## src/rtl/jt1942_pkg.sv

```systemverilog
// Shared definitions for the JT1942 scroll tile ROM fetch path.
// Contents:
//   scr_state_t      - fetch FSM state encoding
//   WORDS_PER_ENTRY  - SDRAM words per scroll ROM entry
//   entry_word_addr  - SDRAM word address of one word of an entry
package jt1942_pkg;

  localparam int SCR_AW          = 14;  // scroll ROM entry address width
  localparam int SDRAM_AW        = 22;  // SDRAM word address width
  localparam int SDRAM_DW        = 16;  // SDRAM data width
  localparam int ENTRY_W         = 24;  // {z,y,x} plane bytes
  localparam int WORDS_PER_ENTRY = 2;
  localparam int WORD_SEL_W      = $clog2(WORDS_PER_ENTRY);

  typedef enum logic [2:0] {
    ST_IDLE,
    ST_REQ0,
    ST_WAIT0,
    ST_REQ1,
    ST_WAIT1,
    ST_DONE
  } scr_state_t;

  // base + entry*2 + word, wrapping modulo 2^SDRAM_AW.
  function automatic logic [SDRAM_AW-1:0] entry_word_addr(
    input logic [SDRAM_AW-1:0]   base,
    input logic [SCR_AW-1:0]     entry,
    input logic [WORD_SEL_W-1:0] word
  );
    return base + {{(SDRAM_AW-SCR_AW-WORD_SEL_W){1'b0}}, entry, word};
  endfunction

endpackage

```

## src/rtl/jt1942_scrom_fetch.sv

```systemverilog
// Scroll tile ROM fetcher: keeps one cached {z,y,x} entry for the scroll
// generator and refills it from SDRAM (two 16-bit words per entry) on a miss.
// Ports:
//   clk, rst            - system clock, async active-high reset
//   scr_addr            - entry address requested by the scroll generator
//   scrom_data, data_ok - cached entry and "matches scr_addr right now"
//   sdram_req/addr      - level request to the arbiter, held until ack
//   sdram_ack/dst/din   - arbiter accept pulse, data strobe and read word
//   timeout_err         - sticky, set whenever an ack did not arrive in time
module jt1942_scrom_fetch
  import jt1942_pkg::*;
#(
  parameter logic [SDRAM_AW-1:0] ROM_OFFSET = 22'h0,
  parameter logic [5:0]          TIMEOUT    = 6'd48
)(
  input  logic                clk,
  input  logic                rst,
  input  logic [SCR_AW-1:0]   scr_addr,
  output logic [ENTRY_W-1:0]  scrom_data,
  output logic                data_ok,
  output logic                sdram_req,
  output logic [SDRAM_AW-1:0] sdram_addr,
  input  logic                sdram_ack,
  input  logic                sdram_dst,
  input  logic [SDRAM_DW-1:0] sdram_din,
  output logic                timeout_err
);

  localparam logic [5:0] TMO_LAST = TIMEOUT - 6'd1;

  scr_state_t        state, state_nx;
  logic [SCR_AW-1:0] tag, pend_addr;
  logic              tag_valid;
  logic [15:0]       stage_lo;
  logic [7:0]        stage_hi;
  logic [5:0]        tmo_cnt;
  logic              backoff;   // one-clk request gap after a timeout
  logic              miss, stale, in_req;
  logic              start, next_word, cap_lo, cap_hi, commit, expire;

  assign miss      = !tag_valid || (scr_addr != tag);
  assign stale     = scr_addr != pend_addr;
  assign in_req    = (state == ST_REQ0) || (state == ST_REQ1);
  assign sdram_req = in_req && !backoff;
  assign data_ok   = tag_valid && (tag == scr_addr) && (state == ST_IDLE);

  always_ff @(posedge clk or posedge rst) begin
    if (rst) state <= ST_IDLE;
    else     state <= state_nx;
  end

  always_comb begin
    state_nx  = state;
    start     = 1'b0;
    next_word = 1'b0;
    cap_lo    = 1'b0;
    cap_hi    = 1'b0;
    commit    = 1'b0;
    expire    = 1'b0;
    unique case (state)
      ST_IDLE: if (miss) begin
        start    = 1'b1;
        state_nx = ST_REQ0;
      end
      // ack+dst together counts as ack followed by dst
      ST_REQ0: if (!backoff) begin
        if (sdram_ack && sdram_dst)  cap_lo   = 1'b1;
        else if (sdram_ack)          state_nx = ST_WAIT0;
        else if (tmo_cnt == TMO_LAST) expire  = 1'b1;
      end
      ST_WAIT0: if (sdram_dst) cap_lo = 1'b1;
      ST_REQ1: if (!backoff) begin
        if (sdram_ack && sdram_dst)  cap_hi   = 1'b1;
        else if (sdram_ack)          state_nx = ST_WAIT1;
        else if (tmo_cnt == TMO_LAST) expire  = 1'b1;
      end
      ST_WAIT1: if (sdram_dst) cap_hi = 1'b1;
      ST_DONE: begin
        commit   = 1'b1;
        state_nx = ST_IDLE;
      end
      default: state_nx = ST_IDLE;
    endcase
    // A word only lands once its transaction is fully consumed, so this is
    // the only safe point to drop a fetch whose address went stale.
    if (cap_lo || cap_hi) begin
      if (stale) begin
        start    = 1'b1;
        state_nx = ST_REQ0;
      end else if (cap_lo) begin
        next_word = 1'b1;
        state_nx  = ST_REQ1;
      end else begin
        state_nx  = ST_DONE;
      end
    end
  end

  always_ff @(posedge clk or posedge rst) begin
    if (rst) begin
      pend_addr   <= '0;
      sdram_addr  <= '0;
      stage_lo    <= '0;
      stage_hi    <= '0;
      scrom_data  <= '0;
      tag         <= '0;
      tag_valid   <= 1'b0;
      tmo_cnt     <= '0;
      backoff     <= 1'b0;
      timeout_err <= 1'b0;
    end else begin
      backoff <= expire;
      if (expire) timeout_err <= 1'b1;
      if (start || next_word || expire)  tmo_cnt <= '0;
      else if (sdram_req && !sdram_ack)  tmo_cnt <= tmo_cnt + 6'd1;
      if (start) begin
        pend_addr  <= scr_addr;
        sdram_addr <= entry_word_addr(ROM_OFFSET, scr_addr, 1'b0);
      end
      if (next_word) sdram_addr <= entry_word_addr(ROM_OFFSET, pend_addr, 1'b1);
      if (cap_lo)    stage_lo   <= sdram_din;
      if (cap_hi)    stage_hi   <= sdram_din[7:0];
      // whole entry swaps in one edge, never half old / half new
      if (commit) begin
        scrom_data <= {stage_hi, stage_lo};
        tag        <= pend_addr;
        tag_valid  <= 1'b1;
      end
    end
  end

endmodule

```

## config.mk

```make
export PLATFORM = sky130hd
export DESIGN_NAME = jt1942_scrom_fetch
export DESIGN_NICKNAME = d
export VERILOG_FILES = /design/src/rtl/jt1942_pkg.sv /design/src/rtl/jt1942_scrom_fetch.sv
export SDC_FILE = /design/constraint.sdc
export NUM_CORES = 1
export LEC_CHECK = 0
export ABC_AREA = 1
export CAP_MARGIN = 20
export CORE_ASPECT_RATIO = 0.75
export CORE_UTILIZATION = 30
export DETAILED_ROUTE_END_ITERATION = 7
export GPL_TIMING_DRIVEN = 0
export SYNTH_ARGS = -nofsm -noshare
export SYNTH_HDL_FRONTEND = slang
export SYNTH_SLANG_ARGS = --single-unit
```

## constraint.sdc

```tcl
create_clock -name clk -period 3.3 [get_ports clk]
set_input_delay 0.33 -clock clk [delete_from_list [all_inputs] [get_ports clk]]
set_output_delay 0.33 -clock clk [all_outputs]
set_load 0.01 [all_outputs]
```

[Word level (Yosys, flattened, before mapping)]
Index checks and enable logic that the tools add are counted.
Operators by class
  add/subtract/negate cells: 1
  muxes and demuxes: 33
  reductions and logical operators: 19
  eq/ne operators: 17
Operators with widths (count)
  $mux 22: 2
  $mux 3: 10
  $ne 14x14->1: 2
  $ne 3x2->1 const B: 7
  $mux 1: 16
  $eq 14x14->1: 1
  $mux 6: 2
  $pmux 3 s4: 1
  $reduce_and 8->1: 1
  $add 6x1->6 const B: 1
  $eq 3x2->1 const B: 2
  $eq 3x3->1 const B: 2
  $eq 6x6->1 const B: 1
  $logic_and 1x1->1: 5
  $logic_or 1x1->1: 5
  $pmux 1 s2: 2
  $reduce_bool 2->1: 2
  $reduce_or 2->1: 2
  $eq 3x1->1 const B: 1
  $logic_not 1->1: 3
  $logic_not 3->1: 1
  $ne 2x1->1 const B: 1
Storage, ports and cells
  word-level logic and storage cells: 81
  flip-flop bits (word level): 110
  output and inout bits: 49
  input bits: 34

[Logic depth before layout (Yosys ltp)]
  depth in word-level cells: 10
  gate-level depth with buffers: 13
  mapped depth without buffers: 12

[Least setup slack after synthesis]
No wires, ideal clock.
  kind: register to register
  start point: register state[2]
  end point: register pend_addr[0]
  period minus slack after synthesis: 1.560 ns
  stages on the path, launching flop included: 14
  data required time: 3.179 ns
  buffers on the path: 2
  setup time: 0.121 ns
  arrival: 1.439 ns
  slack: 1.740 ns
  cells stage by stage: dfrtp_1 -> inv_2 -> nand2_2 -> nor2_1 -> nand2_2 -> nand2_4 -> nor2_4 -> inv_2 -> nand2_4 -> nand2_2 -> buf_6 -> buf_6 -> nand2_2 -> o21ai_2
On the way
  longest elaborated chain between the ends: 4
  elaborated cells on any way between the ends: 11
  classes of those cells: eq/ne (4); mux (5); reduce/logical (2)
Ends and longest elaborated chain
  start: declaration: line jt1942_scrom_fetch.sv:31  | scr_state_t state, state_nx;
  start signal: assignment: line jt1942_scrom_fetch.sv:49  | else state <= state_nx;
  $eq 3x2->1, or another cell as far along: line jt1942_scrom_fetch.sv:60  | unique case (state)
  $pmux 1 s2 or $mux 1 (tied branches): line jt1942_scrom_fetch.sv:60
  $logic_or 1x1->1 or $mux 1 (tied branches): line jt1942_scrom_fetch.sv:86, jt1942_scrom_fetch.sv:87
  $mux 1 *: line jt1942_scrom_fetch.sv:86  | if (cap_lo || cap_hi) begin
  end signal: assignment: line jt1942_scrom_fetch.sv:117  | pend_addr <= scr_addr;
  end: declaration: line jt1942_scrom_fetch.sv:32  | logic [SCR_AW-1:0] tag, pend_addr;
Every way passes the cells marked *; elsewhere a longest branch is shown, timed or not.
A chain may end at the register's enable or synchronous reset.

[Final worst setup path]
  start point: input scr_addr[4]
  end point: output data_ok
On the way
  longest elaborated chain between the ends: 3
Ends and longest elaborated chain
  start: declaration: line jt1942_scrom_fetch.sv:18  | input logic [SCR_AW-1:0] scr_addr,
  $eq 14x14->1: line jt1942_scrom_fetch.sv:45  | assign data_ok = tag_valid && (tag == scr_addr) && (state == ST_IDLE);
  $logic_and 1x1->1 (2 in a row): line jt1942_scrom_fetch.sv:45
  end: declaration: line jt1942_scrom_fetch.sv:20  | output logic data_ok,
Every way passes these cells.

==> run summary <==
Worst R2R Path Depth -> 11
RSZ-0062 raised after global routing -> no
Crit Path Category -> in -> out
top-area cell type share of the netlist area -> 54.6%
Die ar. -> 0.0163 mm^2
fin crit period -> 2640 ps
max_slew headroom -> 59.7%
Max FO, Critical Path -> 5
cts bufs inserted -> 9
post-synthesis cell area -> 0.00472 mm^2
Core ar. -> 0.0153 mm^2
clock skew -> 9.46 ps
Min-Delay Path Class -> in -> async
Sequential Power Share -> 38.8%
DR iter-0 viols -> 210
worst flop-to-flop path endpoint -> pend_addr[1]
Worst R2R Start -> state[0]
fmax -> 379 MHz
Final Cell Area -> 0.00610 mm^2
DRC -> 0
fin. max-slew vios -> 0
Max Cap Viol -> 0
CTS tree -> built
setup violators final -> 0
number of diodes -> 0
IO buf count -> 75
via density per instance -> 4.27
syn avg cell area -> 8.15 um^2
pre-CTS WS -> 667 ps
Nets -> 708
Worst IR Drop VDD -> 0.000308 V
Ys Warns -> 0
Net Switching -> 1.99 mW
Cells after Synth -> 580
Initial Utilization -> 30.8%
vias in the first global route -> 3,546
setup slack, reg-to-reg -> 1450 ps
DP Area -> 0.00578 mm^2
Power Total -> 5.38 mW
Comb power frac -> 40.5%
hold_buf cts -> 0
row count -> 39
Max clock buf depth -> 2
Fill cells -> 1,585
largest net degree at the start of global routing -> 72
PostCTS Resize Cnt -> 0
sequential share of the synthesized area -> 54.6%
antenna-violating nets left -> 0
Tcrit/Tclk final -> 80.0%
Int Pwr -> 3.39 mW
TritonRoute pass-1 iters -> 4
pwr dens -> 882 mW/mm^2
die width -> 147 um
switch share -> 37.0%
Worst-path clk slew -> 80 ps
post-synthesis register bit count -> 103
hpwl dp -> 8.10 mm
Final Hold Vio Count -> 0
clock root buffer -> clkbuf_16
layout cells sized above 1 -> 10.0%
GRT overflow -> 0
first-pass GRT wire length -> 18.6 mm
Post-CTS Setup Bufs -> 0
clock network power share -> 20.7%
most area-hungry cell type in the Yosys netlist -> dfrtp_1
CP arrival -> 2310 ps
initial antenna violation count -> 1
gr usage total -> 14.6%
die height -> 111 um
H-tree depth -> 3
Yosys cell types -> 27
Area Overhead vs Synth -> 29.1%
top cells by area, synth -> dfrtp_1 (55%), nand2_1 (17%), o21ai_0 (6.6%)
final WL -> 11.2 mm
CTS sink count -> 103
routed len/inst -> 12.7 um
critical path required time -> 2970 ps
detailed-route via count -> 3,772
outcome -> complete, no violations
startpoint types -> primary input
I/O pin total -> 83
Hold WS -> 356 ps
crit path capture type -> output port
Lkg Pwr -> 3.02 nW
Clock Latency Late Sink -> 340 ps
placer congestion estimate -> 0.756
Worst Slack Setup Final -> 660 ps
Slew @ Worst Pin -> 605 ps
[synthesized netlist by cell type, drive strengths merged]
master  count
nor3b       1
conb        1
ha          1
nor3        3
nand4      15
nor2       31
clkbuf     11
nand3      13
xor2        3
buf        15
dfrtp     103
nand2     222
xnor2       3
or2         2
inv        80
o21ai      76
[power by group through the flow]
stage / Sequential [mW] / Combinational, mW / Clock, mW
after global placement: 2.11 / 2.17 / 0
after CTS: 2.09 / 2.22 / 1.15
final: 2.09 / 2.18 / 1.11
after floorplan: 2.16 / 1.28 / 0
after detailed placement: 2.11 / 2.21 / 0
after global routing: 2.15 / 2.48 / 1.20
[state kept, by name, summed over array words and instances, names as in the netlist]
signal,count
tag,14
tag_valid,1
tmo_cnt,6
state,3
timeout_err,1
stage_lo,16
pend_addr,14
scrom_data,24
backoff,1
stage_hi,8
sdram_addr,15
[cell type report]
type	count	area (um^2)	share of cell area, %
timing repair buffer	76	778	12.8
sequential	103	2580	42.3
inverter	80	303	4.97
clock buffer	10	239	3.92
tap	205	256	4.21
multi-input combinational	377	1720	28.3
buffer	26	146	2.40
clock inverter	6	75.1	1.23
[critical path: stages]
cell             delay (ps)
clkdlybuf4s50_1         630
inv_1                   100
nand2_1                  70
nand2_1                  60
nor2_1                  120
nand2_1                  60
nor2_1                  170
nand3_1                 160
inv_1                    80
clkdlybuf4s50_1         530
[layer usage]
layer / vias to the layer above / share of wire, % / GRT usage (%)
met5: - / 0.13 / 0
met4: 2 / 0.45 / 3.09
met3: 6 / 4.6 / 3.54
met2: 76 / 42 / 20.7
met1: 1727 / 53 / 22.2
li1: 1961 / - / -
[kinds of logic after synthesis]
logic type	Yosys count	synth area share, %
other	1	0.0794
AND/OR/NAND/NOR	287	25.7
XOR/XNOR	6	1.11
flip-flops	103	54.6
adder cells (fa/ha/maj)	1	0.265
AO/OA/AOI/OAI	76	8.85
buffers and inverters	106	9.45
[worst max path at each step]
stage	startpoint	to	slack, ps
5_1_grt	scr_addr[4]	data_ok	550
3_5_place_dp	scr_addr[4]	data_ok	670
2_1_floorplan	rst	backoff	270
4_1_cts	scr_addr[4]	data_ok	660
3_3_place_gp	rst	scrom_data[20]	-1420
6_report	scr_addr[4]	data_ok	660
[placed cells by master, fill, tap and decap left out, types with 11 or more instances in the layout]
master,count
nand3_1,11
clkdlybuf4s50_1,75
clkbuf_1,11
inv_1,72
nand4_1,15
nand2_2,11
dfrtp_1,103
o21ai_0,62
nand2_1,208
nor2_1,29
[through the flow]
stage	std cells	utilization, %	TNS (ps)
2_1_floorplan	586	-	0
3_3_place_gp	866	37.6	-144900
3_5_place_dp	867	37.8	0
4_1_cts	883	39.8	0
5_1_grt	883	39.8	0
6_report	883	39.8	0
(Power assumes the default switching activity.)
